**src/rtl/trap_ctrl_pkg.sv**
```systemverilog
// Shared constants for the machine-mode trap sequencer: FSM states, cause codes,
// CSR addresses and mstatus bit positions, plus the mstatus rewrite helpers.
package trap_ctrl_pkg;

  typedef enum logic [2:0] {
    StIdle,
    StSaveMepc,
    StSaveMcause,
    StSaveMstatus,
    StRestoreMstatus,
    StJump
  } state_e;

  localparam logic [31:0] CAUSE_ECALL  = 32'd11;
  localparam logic [31:0] CAUSE_EBREAK = 32'd3;
  localparam logic [31:0] CAUSE_MTI    = 32'h8000_0007;
  localparam logic [31:0] CAUSE_MEI    = 32'h8000_000B;

  localparam logic [11:0] CSR_ADDR_MSTATUS = 12'h300;
  localparam logic [11:0] CSR_ADDR_MEPC    = 12'h341;
  localparam logic [11:0] CSR_ADDR_MCAUSE  = 12'h342;

  localparam int unsigned MSTATUS_MIE  = 3;
  localparam int unsigned MSTATUS_MPIE = 7;
  localparam int unsigned MIE_MTIE     = 7;
  localparam int unsigned MIE_MEIE     = 11;

  // Trap entry: stash MIE into MPIE and disable interrupts.
  function automatic logic [31:0] trap_entry_mstatus(input logic [31:0] ms);
    logic [31:0] r;
    r               = ms;
    r[MSTATUS_MPIE] = ms[MSTATUS_MIE];
    r[MSTATUS_MIE]  = 1'b0;
    return r;
  endfunction

  // Trap return: restore MIE from MPIE and re-arm MPIE.
  function automatic logic [31:0] mret_mstatus(input logic [31:0] ms);
    logic [31:0] r;
    r               = ms;
    r[MSTATUS_MIE]  = ms[MSTATUS_MPIE];
    r[MSTATUS_MPIE] = 1'b1;
    return r;
  endfunction

endpackage

```
**src/rtl/trap_ctrl_if.sv**
```systemverilog
// Bundle between execute stage, CSR file and PC/hazard logic for trap_ctrl.
interface trap_ctrl_if;
  logic        ecall;
  logic        ebreak;
  logic        mret;
  logic [31:0] inst_addr;
  logic        irq_timer;
  logic        irq_ext;
  logic        glb_int_en;
  logic [31:0] mie;
  logic [31:0] mstatus;
  logic [31:0] mtvec;
  logic [31:0] mepc;
  logic        hold_req;
  logic        csr_wren;
  logic [11:0] csr_wraddr;
  logic [31:0] csr_wrdata;
  logic        jump_en;
  logic [31:0] jump_addr;

  modport master (
    output ecall, ebreak, mret, inst_addr, irq_timer, irq_ext,
    output glb_int_en, mie, mstatus, mtvec, mepc,
    input  hold_req, csr_wren, csr_wraddr, csr_wrdata, jump_en, jump_addr
  );

  modport slave (
    input  ecall, ebreak, mret, inst_addr, irq_timer, irq_ext,
    input  glb_int_en, mie, mstatus, mtvec, mepc,
    output hold_req, csr_wren, csr_wraddr, csr_wrdata, jump_en, jump_addr
  );
endinterface

```
**src/rtl/trap_ctrl.sv**
```systemverilog
// Machine-mode trap sequencer: stalls the pipeline, writes mepc/mcause/mstatus in order,
// then issues a one-cycle redirect to mtvec (trap) or mepc (mret).
module trap_ctrl
  import trap_ctrl_pkg::*;
(
  input  logic         clk,
  input  logic         rst,
  trap_ctrl_if.slave   bus
);

  state_e      state_q, state_d;
  logic [31:0] cause_q, cause_d;
  logic [31:0] pc_q, pc_d;
  logic [31:0] target_q, target_d;
  logic [31:0] mstatus_wr_q, mstatus_wr_d;

  logic        irq_ext_en, irq_timer_en;
  logic        take_trap, take_mret;
  logic [31:0] trap_cause;

  assign irq_ext_en   = bus.irq_ext & bus.mie[MIE_MEIE] & bus.glb_int_en;
  assign irq_timer_en = bus.irq_timer & bus.mie[MIE_MTIE] & bus.glb_int_en;

  always_comb begin
    take_trap  = 1'b0;
    take_mret  = 1'b0;
    trap_cause = '0;
    if (state_q == StIdle) begin
      if (bus.ecall) begin
        take_trap  = 1'b1;
        trap_cause = CAUSE_ECALL;
      end else if (bus.ebreak) begin
        take_trap  = 1'b1;
        trap_cause = CAUSE_EBREAK;
      end else if (bus.mret) begin
        take_mret  = 1'b1;
      end else if (irq_ext_en) begin
        take_trap  = 1'b1;
        trap_cause = CAUSE_MEI;
      end else if (irq_timer_en) begin
        take_trap  = 1'b1;
        trap_cause = CAUSE_MTI;
      end
    end
  end

  always_comb begin
    state_d      = state_q;
    cause_d      = cause_q;
    pc_d         = pc_q;
    target_d     = target_q;
    mstatus_wr_d = mstatus_wr_q;
    unique case (state_q)
      StIdle: begin
        if (take_trap) begin
          state_d = StSaveMepc;
          cause_d = trap_cause;
          pc_d    = bus.inst_addr;
        end else if (take_mret) begin
          state_d      = StRestoreMstatus;
          mstatus_wr_d = mret_mstatus(bus.mstatus);
        end
      end
      StSaveMepc:   state_d = StSaveMcause;
      StSaveMcause: begin
        state_d      = StSaveMstatus;
        mstatus_wr_d = trap_entry_mstatus(bus.mstatus);
      end
      StSaveMstatus: begin
        state_d  = StJump;
        target_d = {bus.mtvec[31:2], 2'b00};
      end
      StRestoreMstatus: begin
        state_d  = StJump;
        target_d = bus.mepc;
      end
      StJump:  state_d = StIdle;
      default: state_d = StIdle;
    endcase
  end

  always_ff @(posedge clk or posedge rst) begin
    if (rst) begin
      state_q      <= StIdle;
      cause_q      <= '0;
      pc_q         <= '0;
      target_q     <= '0;
      mstatus_wr_q <= '0;
    end else begin
      state_q      <= state_d;
      cause_q      <= cause_d;
      pc_q         <= pc_d;
      target_q     <= target_d;
      mstatus_wr_q <= mstatus_wr_d;
    end
  end

  // Write/jump outputs decode only registered state, so they drop with reset at once.
  always_comb begin
    bus.csr_wren   = 1'b0;
    bus.csr_wraddr = '0;
    bus.csr_wrdata = '0;
    bus.jump_en    = 1'b0;
    bus.jump_addr  = '0;
    unique case (state_q)
      StSaveMepc: begin
        bus.csr_wren   = 1'b1;
        bus.csr_wraddr = CSR_ADDR_MEPC;
        bus.csr_wrdata = pc_q;
      end
      StSaveMcause: begin
        bus.csr_wren   = 1'b1;
        bus.csr_wraddr = CSR_ADDR_MCAUSE;
        bus.csr_wrdata = cause_q;
      end
      StSaveMstatus, StRestoreMstatus: begin
        bus.csr_wren   = 1'b1;
        bus.csr_wraddr = CSR_ADDR_MSTATUS;
        bus.csr_wrdata = mstatus_wr_q;
      end
      StJump: begin
        bus.jump_en   = 1'b1;
        bus.jump_addr = target_q;
      end
      default: ;
    endcase
  end

  assign bus.hold_req = ((state_q != StIdle) | take_trap | take_mret) & ~rst;

endmodule
```
**src/flat_wrapper.sv**
```systemverilog
// flat-port wrapper written by rule: the top's interface ports become plain ports
module trap_ctrl_flat import trap_ctrl_pkg::*;
  (clk, rst, bus_ecall, bus_ebreak, bus_mret, bus_inst_addr, bus_irq_timer, bus_irq_ext, bus_glb_int_en, bus_mie, bus_mstatus, bus_mtvec, bus_mepc, bus_hold_req, bus_csr_wren, bus_csr_wraddr, bus_csr_wrdata, bus_jump_en, bus_jump_addr);
  trap_ctrl_if bus_i ();
  input  logic clk;
  input  logic rst;
  input wire logic [$bits(bus_i.ecall)-1:0] bus_ecall;
  input wire logic [$bits(bus_i.ebreak)-1:0] bus_ebreak;
  input wire logic [$bits(bus_i.mret)-1:0] bus_mret;
  input wire logic [$bits(bus_i.inst_addr)-1:0] bus_inst_addr;
  input wire logic [$bits(bus_i.irq_timer)-1:0] bus_irq_timer;
  input wire logic [$bits(bus_i.irq_ext)-1:0] bus_irq_ext;
  input wire logic [$bits(bus_i.glb_int_en)-1:0] bus_glb_int_en;
  input wire logic [$bits(bus_i.mie)-1:0] bus_mie;
  input wire logic [$bits(bus_i.mstatus)-1:0] bus_mstatus;
  input wire logic [$bits(bus_i.mtvec)-1:0] bus_mtvec;
  input wire logic [$bits(bus_i.mepc)-1:0] bus_mepc;
  output wire logic [$bits(bus_i.hold_req)-1:0] bus_hold_req;
  output wire logic [$bits(bus_i.csr_wren)-1:0] bus_csr_wren;
  output wire logic [$bits(bus_i.csr_wraddr)-1:0] bus_csr_wraddr;
  output wire logic [$bits(bus_i.csr_wrdata)-1:0] bus_csr_wrdata;
  output wire logic [$bits(bus_i.jump_en)-1:0] bus_jump_en;
  output wire logic [$bits(bus_i.jump_addr)-1:0] bus_jump_addr;
  assign bus_i.ecall = bus_ecall;
  assign bus_i.ebreak = bus_ebreak;
  assign bus_i.mret = bus_mret;
  assign bus_i.inst_addr = bus_inst_addr;
  assign bus_i.irq_timer = bus_irq_timer;
  assign bus_i.irq_ext = bus_irq_ext;
  assign bus_i.glb_int_en = bus_glb_int_en;
  assign bus_i.mie = bus_mie;
  assign bus_i.mstatus = bus_mstatus;
  assign bus_i.mtvec = bus_mtvec;
  assign bus_i.mepc = bus_mepc;
  assign bus_hold_req = bus_i.hold_req;
  assign bus_csr_wren = bus_i.csr_wren;
  assign bus_csr_wraddr = bus_i.csr_wraddr;
  assign bus_csr_wrdata = bus_i.csr_wrdata;
  assign bus_jump_en = bus_i.jump_en;
  assign bus_jump_addr = bus_i.jump_addr;
  trap_ctrl u_core (.clk(clk), .rst(rst), .bus(bus_i));
endmodule
```
**config.mk**
```make
export PLATFORM = sky130hd
export DESIGN_NAME = trap_ctrl_flat
export DESIGN_NICKNAME = d
export VERILOG_FILES = /design/src/rtl/trap_ctrl_pkg.sv /design/src/rtl/trap_ctrl_if.sv /design/src/rtl/trap_ctrl.sv /design/src/flat_wrapper.sv
export SDC_FILE = /design/constraint.sdc
export NUM_CORES = 1
export LEC_CHECK = 0
export CAP_MARGIN = 20
export CORE_ASPECT_RATIO = 1.2
export CORE_UTILIZATION = 38
export CTS_BUF_LIST = sky130_fd_sc_hd__clkbuf_8
export CTS_CLUSTER_SIZE = 8
export DETAILED_ROUTE_END_ITERATION = 10
export PLACE_DENSITY = 0.79
export SLEW_MARGIN = 15
export SYNTH_ARGS = -nofsm -noshare
export SYNTH_HDL_FRONTEND = slang
export SYNTH_SLANG_ARGS = --single-unit
```
**constraint.sdc**
```tcl
create_clock -name clk -period 3.5 [get_ports clk]
set_clock_uncertainty 0.2 [all_clocks]
set_input_delay 0.875 -clock clk [delete_from_list [all_inputs] [get_ports clk]]
set_output_delay 0.875 -clock clk [all_outputs]
set_load 0.02 [all_outputs]
```
# ---- Yosys cells after proc, flatten, opt, wreduce, memory -nomap -nowiden
# Index checks and enable logic that the tools add are counted.
# Widths: inputs -> output; s select.
dict set report classes {
  n_bitwise 8
  eq_ne 8
  reduce_logical 8
  muxes 27
}
# cell n
set op_table {}
lappend op_table {{$mux 32} 8}
lappend op_table {{$pmux 32 s2} 2}
lappend op_table {{$pmux 32 s3} 1}
lappend op_table {{$pmux 10 s3} 1}
lappend op_table {{$mux 1} 12}
lappend op_table {{$pmux 3 s4} 1}
lappend op_table {{$eq 3x2->1 const B} 2}
lappend op_table {{$eq 3x3->1 const B} 2}
lappend op_table {{$mux 3} 2}
lappend op_table {{$and 1x1->1} 5}
lappend op_table {{$reduce_bool 2->1} 2}
lappend op_table {{$reduce_or 4->1} 1}
lappend op_table {{$eq 3x1->1 const B} 1}
lappend op_table {{$logic_not 3->1} 1}
lappend op_table {{$ne 3x1->1 const B} 1}
lappend op_table {{$reduce_and 3->1} 1}
lappend op_table {{$reduce_bool 3->1} 1}
lappend op_table {{$ne 2x1->1 const B} 1}
lappend op_table {{$ne 2x2->1 const B} 1}
lappend op_table {{$or 1x1->1} 2}
lappend op_table {{$reduce_and 2->1} 1}
lappend op_table {{$reduce_or 2->1} 1}
lappend op_table {{$not 1->1} 1}
dict set report totals {
  reg_bits 131
  out_inout_bits 79
  input_bits 168
}

# ---- Depth between registers and ports, before layout
# Gate-level depths: netlist of run 1.
dict set report depth {
  depth_word 11
  ltp_mapped 7
  depth_no_buf 4
}

# ---- Worst setup path before layout of run 1
# Ideal clock, no wire load.
dict set report synth_path {
  path_type {register -> output}
  from {reg u_core.state_q[0]}
  to {out bus_csr_wrdata[11]}
  stages_incl_launch_ff 6
  path_slack_ns 0.894
  t_arrival_ns 1.531
  required_time_ns 2.425
  cell_sequence {dfrtp_1 -> buf_4 -> nor2b_1 -> nor2b_1 -> buf_2 -> a22o_1}
}
dict set report synth_via {
  elab_chain_len 3
  elab_cells_between_ends 6
  cone_classes {4 x eq/ne; 1 x mux; 1 x reduce/logical}
}
# element line
set synth_rtl {}
lappend synth_rtl {{start: declaration} trap_ctrl.sv:11} ;# state_e state_q, state_d;
lappend synth_rtl {{start signal: assignment} trap_ctrl.sv:84} ;# state_q <= StIdle;
lappend synth_rtl {{start signal: assignment} trap_ctrl.sv:90} ;# state_q <= state_d;
lappend synth_rtl {{$eq 3x2->1 or $eq 3x3->1 (tied branches)} trap_ctrl.sv:105} ;# unique case (state_q)
lappend synth_rtl {{$reduce_or 2->1 (no source line)} -}
lappend synth_rtl {{$pmux 32 s3 (*)} trap_ctrl.sv:105}
lappend synth_rtl {{end: declaration} flat_wrapper.sv:21} ;# output wire logic [$bits(bus_i.csr_wrdata)-1:0] bus_csr_wrdata;
# Every way passes the cells marked *; elsewhere a longest branch is shown, timed or not.

# ---- Worst setup path in the final report of run 1
dict set report layout_path {
  from {reg u_core.state_q[1]}
  to {out bus_csr_wrdata[11]}
}
# Same word-level chain as after synthesis.

==> results.md, run 1 <==
* Total CTS buffers at 9
* Startpoint Class: register
* Share of cells above drive strength 1 at 17.88%
* First-pass GRT wire length at between 20,000 and 25,000 um
* Endpoints failing hold at 0
* Max Cap Viol at 0
* Starting density of the core at 39.15%
* Fin crit share at a little over nine tenths
* Commonest non-fill, non-tap cell in the layout: clkdlybuf4s50_1
* CP delay by family, top: buffers and inverters
* Final hold slack at approximately 0.31 ns
* Max Fclk at 0.2934 GHz
* Hold Crit Class: reg2reg
* Placed cell count at 782
* GRT Overall Usage at 19.61%
* Via count at 4,036
* Register area share after synthesis at 51.97%
* Mean post-synth cell area at roughly 12 um^2
* Worst-Skew Late Latency at 0.36 ns
* Final Setup Violations at 0
* Final net count at just over 800
* Wirelength, routed at between 10,000 and 15,000 um
* Max clock buf depth at 2
* H-tree Lvls at 3
* Worst path slowest cell: clkdlybuf4s50_1
* Synth Area in Simple Gates at 9.864%
* Actual slew at the worst max-slew pin at approximately 0.55 ns
* Worst Path Class, Setup: reg2out
* Worst vdd ir at 0.4140 mV
* Clk Tree Root Cell: clkbuf_8
* Number of distinct library cells after synthesis at 33
* CP max FO at 12
* Vias per cell at 5.001
* Buffers on Ports at 207
* Critical path buffers and inverters at 2
* Worst-path cell chain: buf_4 -> nor3b_4 -> o21bai_2 -> a22o_1 -> clkdlybuf4s50_1
* Vias in the first global route at 4,105
* Die H at 127.2 um
* RSZ-0062 raised after global routing: yes
* Most frequent cells in the layout: clkdlybuf4s50_1, dfrtp_1, mux2_2
* Starting DRT DRC Count at roughly 110
* CTS tree: yes
* Rel. slew slack at between 60% and 70%
* Power density over the cells at 846.5 nW/um^2
* Finished Cell Area at 7566 um^2
* Setup_tns at 0 ns
* Synth Area in Compound Gates at 11.60%
* WP data required at between 2 and 2.5 ns
* DR pass1 iterations at 4
* Die ar. at 13,510 um^2
* ANT cells at 0
* Status: completed
* FP Rows at 45
* CP Capture Type: output pin
* Clk pin slew, worst setup/hold paths at 0.10 ns
* Placer Congestion at 0.7875
* Combinational family with the most area after synthesis: multiplexers
* Data arrival, critical path at 2.33 ns
* Fin cells at just over 800
* Xor/xnor share of the synthesized area at 0.3532%
* Initial antenna violation count at 0
* Area Growth Syn to Fin at 52.55%
* Wirelength per Cell at 16.42 um
* DPL Wire Length at 8979 um
* Crit-path max cell delay at 0.61 ns
* Placed Area at 7212 um^2
* Post-synthesis mux area share at 21.04%
* Grt total ovfl at 0
* Leak Pwr at 3.399 nW
* Final Slew Violations at 0
* Flops & latches, synth at 103
* Final total power at 6.405 mW
* Area share of fa/ha/maj cells after synthesis at 0%
* Cell area after synthesis at 4960 um^2
* DRC violations left at 0
* Largest net degree at the start of global routing at between 100 and 150
* Yosys warning count at 0
* Synth Instances at 431
* Sink Count at slightly above 100
* Final min period at 3.409 ns
* I/O Pins at 247
* Die W at 106.3 um
* Core Area at 12,670 um^2
* Post-detailed-route count of antenna-violating nets at 0
-- power by group --
group	internal [mW]	switching, mW	leakage [nW]
Combinational	1.84	1.79	2.11
Sequential	1.78	0.293	1.19
Clock	0.297	0.406	0.101
Total	3.92	2.49	3.40
-- Yosys cell counts --
library cell / n / area [um^2]
dfrtp_1: 103 / 2577
mux2_2: 64 / 720.7
nor2_1: 39 / 146.4
a21oi_1: 33 / 165.2
and3_1: 32 / 200.2
mux2i_1: 30 / 300.3
a22o_1: 27 / 236.5
buf_2: 19 / 95.09
buf_4: 14 / 105.1
nand2_1: 13 / 48.80
o21ai_0: 11 / 55.05
clkbuf_1: 7 / 26.28
inv_1: 6 / 22.52
a22oi_1: 5 / 37.54
nand2b_1: 4 / 25.02
nor3b_1: 3 / 22.52
mux2_1: 2 / 22.52
nor2b_1: 2 / 12.51
or2_2: 2 / 12.51
xnor2_1: 2 / 17.52
a211oi_1: 1 / 7.510
a32o_1: 1 / 10.01
and2_1: 1 / 6.260
buf_1: 1 / 3.750
conb_1: 1 / 3.750
nor3_1: 1 / 5.000
nor3_2: 1 / 10.01
o21a_1: 1 / 7.510
o21ai_2: 1 / 8.760
o21bai_1: 1 / 7.510
o31ai_4: 1 / 21.27
o32a_1: 1 / 10.01
o41ai_1: 1 / 8.760
-- logic make-up (layout without fill, tap and decap cells) --
logic type	Yosys count	count (layout)
multiplexers	96	96
AND/OR/NAND/NOR	98	98
other	1	7
XOR/XNOR	2	2
buffers and inverters	47	250
AO/OA/AOI/OAI	84	87
flip-flops	103	103
-- routing by layer --
layer  wire length, um  GRT usage, %  up-vias
met1              5078         22.15     1941
met2              6822         34.84      145
li1                  -             -     1937
met5                 0             0        -
met3              1153         6.786       13
met4               197         5.556        0
-- registers in the layout, indices dropped and copies added, names as in the netlist --
register             flops
u_core.pc_q             32
u_core.cause_q           4
u_core.mstatus_wr_q     32
u_core.state_q           3
u_core.target_q         32
-- path summary, 6_finish.rpt --
check | from | cells past startpoint | endpoint | slack [ns]
min in group asynchronous | rst | 3 | u_core.target_q[9] | 0.83
worst max register to register | u_core.state_q[1] | 6 | u_core.target_q[28] | 1.16
worst max-delay path | u_core.state_q[1] | 5 | bus_csr_wrdata[11] | 0.09
worst min register to register | u_core.pc_q[28] | 1 | u_core.pc_q[28] | 0.31
worst min-delay path | u_core.pc_q[28] | 1 | u_core.pc_q[28] | 0.31
max in group asynchronous | rst | 3 | u_core.state_q[2] | 1.84
-- through the flow --
step / worst slack [ns] / util [%]
after detailed placement: 0.08760 / 56.93
after global placement: 0.1043 / 56.93
after floorplan: 0.8937 / -
final: 0.09124 / 59.72
after global routing: -0.04205 / 59.72
after CTS: 0.0007589 / 59.05
-- timing repair --
item,4_1_cts,5_1_grt
buffers inserted,3,3
endpoints found under the setup margin,29,29
gates resized for setup,6,20
cloned,2,1
hold buffers,0,0
pin swaps,2,0
-- cell type report --
class / count / area (um^2)
sequential: 103 / 2579
fill: 1081 / 5102
timing repair buffer: 228 / 2335
inverter: 6 / 26.28
multi-input combinational: 290 / 2238
clock inverter: 5 / 31.28
tap: 164 / 205.2
clock buffer: 11 / 151.4
(Power assumes the default switching activity.)
==> run 2, diff against run 1 <==
CORE_ASPECT_RATIO = 0.6   (was 1.2)
==> results.md, run 2 (synthesized netlist as in run 1, its figures left out) <==
* Area Growth Syn to Fin at 50.53%
* Endpoints failing hold at 0
* Met2 wire length at slightly above 6000 um
* Data arrival, critical path at 2.33 ns
* Wirelength, routed at ~13,000 um
* Pint at 3.869 mW
* I/O Pins at between 200 and 250
* Actual slew at the worst max-slew pin at 0.8390 ns
* Worst-path cell chain: nor3b_2 -> o21bai_4 -> buf_12 -> a22o_1 -> clkdlybuf4s50_1
* Final total power at 6.348 mW
* Buffers on Ports at between 200 and 250
* Largest net degree at the start of global routing at 67
* Power density over the cells at 850.3 nW/um^2
* ANT cells at 0
* Setup_tns at 0 ns
* Worst-Skew Late Latency at 0.37 ns
* Die W at roughly 150 um
* CTS tree: yes
* Vias per cell at 4.995
* DPL Wire Length at 9849 um
* Leak Pwr at approximately 3.2 nW
* H-tree Lvls at 3
* RSZ-0062 raised after global routing: no
* Switching share of total power at 39.05%
* Placer Congestion at 0.8126
* Gate power share at a little under three fifths
* Initial antenna violation count at 0
* Finished Cell Area at 7466 um^2
* Worst vdd ir at 0.4583 mV
* Clock power frac at 11.3%
* Core Area at 12,370 um^2
* Via count at between 4,000 and 5,000
* Max Cap Viol at 0
* Commonest non-fill, non-tap cell in the layout: clkdlybuf4s50_1
* Post-detailed-route count of antenna-violating nets at 0
* Net Sw Power at ~2.5 mW
* GRT Overall Usage at 20.07%
* First-pass GRT wire length at approximately 21,000 um
* Max Fclk at between 0.2 and 0.3 GHz
* Multi-input combinational cell area at between 2000 and 2500 um^2
* Final Slew Violations at 0
* Total CTS buffers at 9
* Rel. slew slack at about 44%
* Clk Tree Root Cell: clkbuf_8
* DR pass1 iterations at 5
* Most frequent cells in the layout: clkdlybuf4s50_1, dfrtp_1, mux2_2
* Clk pin slew, worst setup/hold paths at 0.11 ns
* Placed Area at between 7000 and 8000 um^2
* Reg area at 2580 um^2
* Sink Count at between 100 and 150
* Met1 Wirelength at 6198 um
* Final min period at 3.404 ns
* Top Metal Used: met4
* CP delay by family, top: buffers and inverters
* Final hold slack at 0.3073 ns
* Share of cells above drive strength 1 at 17.55%
* Critical path buffers and inverters at 2
* Hold Crit Class: reg2reg
* Fin crit share at around 97%
* Final net count at between 800 and 900
* Top flop regs: u_core.mstatus_wr_q (32), u_core.pc_q (32), u_core.target_q (32)
* FILL cells at a little over 1,000
* Die H at 90.50 um
* Starting DRT DRC Count at 138
* Worst Path Class, Setup: reg2out
* Wirelength per Cell at 16.73 um
* Routed met3 length at 922 um
* CP max FO at 34
* FP Rows at 31
* WP data required at 2.42 ns
* Startpoint Class: register
* CP Capture Type: output pin
* Die ar. at 13,530 um^2
* Max clock buf depth at 2
* Status: completed
* Grt total ovfl at 0
* Starting density of the core at 40.08%
* Worst path slowest cell: clkdlybuf4s50_1
* Final Setup Violations at 0
* Crit-path max cell delay at 0.62 ns
* Sequential share of power at between 30% and 40%
* DRC violations left at 0
* Vias in the first global route at 4,104
==> run 2: layout make-up <==
| class | count | area share (%) |
|---|---|---|
| clock buffers | 10 | 1.843 |
| clock inverters | 6 | 0.7039 |
| inverters | 6 | 0.3519 |
| multi-input cells | 287 | 29.24 |
| flip-flops and latches | 103 | 34.56 |
| well taps | 165 | 2.765 |
| repair buffers | 226 | 30.53 |
==> run 2: metal layers <==
metal	GRT usage, %	up-vias
li1	-	1920
met1	27.24	1932
met2	32.33	147
met3	4.798	12
met4	4.507	0
met5	0	-
==> run 2: timing repair <==
item / CTS / global route
endpoints found under the setup margin: 28 / 21
endpoints found under the hold margin: 0 / 0
setup buffers: 0 / 1
gates resized for setup: 2 / 12
hold buffers: 0 / 0
==> run 2: power by group through the flow <==
stage	registers [mW]	clock network [mW]	logic (mW)
after CTS	2.10	0.747	3.57
final	2.10	0.717	3.53
after detailed placement	2.12	0	3.56
after global routing	2.17	0.798	3.81
after floorplan	2.00	0	2.29
after global placement	2.07	0	3.47
==> run 2: stage by stage <==
step | utilization [%] | cells | worst slack, ns
3_3_place_gp | 58.48 | 786 | 0.1012
6_report | 60.34 | 803 | 0.09649
4_1_cts | 60.04 | 802 | 0.03555
2_1_floorplan | - | 437 | 0.8937
3_5_place_dp | 58.48 | 786 | 0.06658
5_1_grt | 60.34 | 803 | 0.004461
==> run 2: final timing paths <==
check | startpoint | endpoint | slack, ns | cells past startpoint
max in group asynchronous | rst | u_core.pc_q[9] | 1.52 | 3
worst max register to register | u_core.state_q[2] | u_core.target_q[31] | 1.23 | 5
worst min-delay path | u_core.pc_q[2] | u_core.pc_q[2] | 0.31 | 1
worst min register to register | u_core.pc_q[2] | u_core.pc_q[2] | 0.31 | 1
min in group asynchronous | rst | u_core.mstatus_wr_q[3] | 0.88 | 3
worst max-delay path | u_core.state_q[2] | bus_csr_wrdata[15] | 0.1 | 5
==> run 3, diff against run 2 <==
CORE_UTILIZATION = 42   (was 38)
PLACE_DENSITY = 0.83   (was 0.79)
clock period = 3.6 ns   (was 3.5 ns; I/O delays follow)
==> results.md, run 3 (synthesized netlist as in run 1, its figures left out) <==
* Worst r2r src: u_core.state_q[0]
* Clock power frac at 11.7%
* Sequential share of power at 32.8%
* Max clock buf depth at 2
* Final min period at approximately 3.5 ns
* Max Cap Viol at 0
* DR pass1 iterations at 4
* Worst Path Class, Setup: reg2out
* DRC violations left at 0
* Status: completed
* Die H at about 86 um
* Clk Tree Root Cell: clkbuf_8
* Endpoints failing hold at 0
* Final Setup Violations at 0
* Max Fclk at around 0.29 GHz
* Starting density of the core at 43.46%
* CP max FO at 6
* I/O Pins at 247
* HP Start: u_core.pc_q[2]
* Commonest non-fill, non-tap cell in the layout: clkdlybuf4s50_1
* Setup_tns at 0 ns
* Die ar. at 12,260 um^2
* Area Growth Syn to Fin at 50.08%
* Worst vdd ir at 0.4683 mV
* Via count at 4,073
* Fin crit share at just under 100%
* GRT Overall Usage at a little over a fifth
* Placer Congestion at 0.7868
* Rel. slew slack at a little over 60%
* Post-CTS Setup Inserts at 0
* Placed cell count at 780
* CP Capture Type: output pin
* Actual slew at the worst max-slew pin at roughly 0.58 ns
* Power density over the cells at 834.9 nW/um^2
* ANT cells at 0
* Post-detailed-route count of antenna-violating nets at 0
* Clk pin slew, worst setup/hold paths at 0.10 ns
* Buffers on Ports at about 210
* Total CTS buffers at 9
* Starting DRT DRC Count at around 160
* H-tree Lvls at 3
* Vias in the first global route at 4,075
* Switching share of total power at 38.55%
* FP Rows at 30
* Vias per cell at around 5
* CTS hold repair buffers at 0
* Final net count at 799
* Sink Count at 103
* Worst-Skew Late Latency at about 0.37 ns
* Core Area at 11,410 um^2
* Share of cells above drive strength 1 at 16.85%
* Final Slew Violations at 0
* Largest net degree at the start of global routing at 63
* DPL Wire Length at 9587 um
* Net Sw Power at 2.396 mW
* CTS tree: yes
* Worst setup path startpoint: u_core.state_q[1]
* Most frequent cells in the layout: clkdlybuf4s50_1, dfrtp_1, mux2_2
* Wirelength per Cell at ~16 um
* Resized Gates After CTS at 0
* Grt total ovfl at 0
* Leak Pwr at 3.081 nW
* Gate power share at 55.5%
* WP data required at roughly 2.5 ns
* RSZ-0062 raised after global routing: no
* Pint at 3.819 mW
* Top flop regs: u_core.mstatus_wr_q (32), u_core.pc_q (32), u_core.target_q (32)
* Fin cells at 795
* Hold Crit Class: reg2reg
* Startpoint Class: register
* Data arrival, critical path at 2.39 ns
* Initial antenna violation count at 0
* Wirelength, routed at 13,030 um
* First-pass GRT wire length at 20,150 um
* Die W at 142.3 um
-- run 3: path summary, 6_finish.rpt --
path | end | slack, ns | depth (start not counted)
max in group asynchronous | u_core.state_q[0] | 1.52 | 3
worst max-delay path | bus_csr_wrdata[3] | 0.11 | 5
worst min-delay path | u_core.pc_q[2] | 0.31 | 1
worst max register to register | u_core.target_q[23] | 1.46 | 5
worst min register to register | u_core.pc_q[2] | 0.31 | 1
min in group asynchronous | u_core.mstatus_wr_q[30] | 0.80 | 2
-- run 3: power by group through the flow --
| stage | Clock (mW) | Sequential [mW] | Combinational, mW |
|---|---|---|---|
| floorplan | 0 | 1.94 | 2.23 |
| global placement | 0 | 2.01 | 3.37 |
| detailed placement | 0 | 2.06 | 3.45 |
| CTS | 0.758 | 2.03 | 3.47 |
| global route | 0.794 | 2.11 | 3.69 |
| finish | 0.729 | 2.04 | 3.45 |
-- run 3: metal layers --
metal | global-route usage (%) | wire (um)
met5 | 0 | 0
met4 | 6.061 | 197
met3 | 5.359 | 943
met2 | 35.43 | 6087
met1 | 27.92 | 5806
-- run 3: through the flow --
stage / hold WS, ns / power (mW) / setup slack [ns] / util, % / instance area [um^2]
4_1_cts: 0.3095 / 6.256 / 0.02308 / 65.20 / 7440
2_1_floorplan: 0.2577 / 4.170 / 0.9687 / - / 4986
3_3_place_gp: 0.2790 / 5.381 / 0.1575 / 63.51 / 7247
6_report: 0.3099 / 6.215 / 0.1072 / 65.23 / 7443
5_1_grt: 0.3229 / 6.589 / 0.02646 / 65.23 / 7443
3_5_place_dp: 0.2858 / 5.511 / 0.1142 / 63.51 / 7247
-- run 3: final cells by class --
class / instances / area [um^2]
inverters: 6 / 26.28
flip-flops and latches: 103 / 2579
repair buffers: 224 / 2265
clock inverters: 6 / 68.82
well taps: 160 / 200.2
fillers: 906 / 3968
multi-input cells: 287 / 2181
clock buffers: 9 / 123.9
-- run 3: critical path: stages, from the launching register on --
cell	delay, ns
dfrtp_1	0.48
inv_1	0.08
nor2_1	0.33
a22oi_1	0.16
o21ai_0	0.30
clkdlybuf4s50_1	0.67
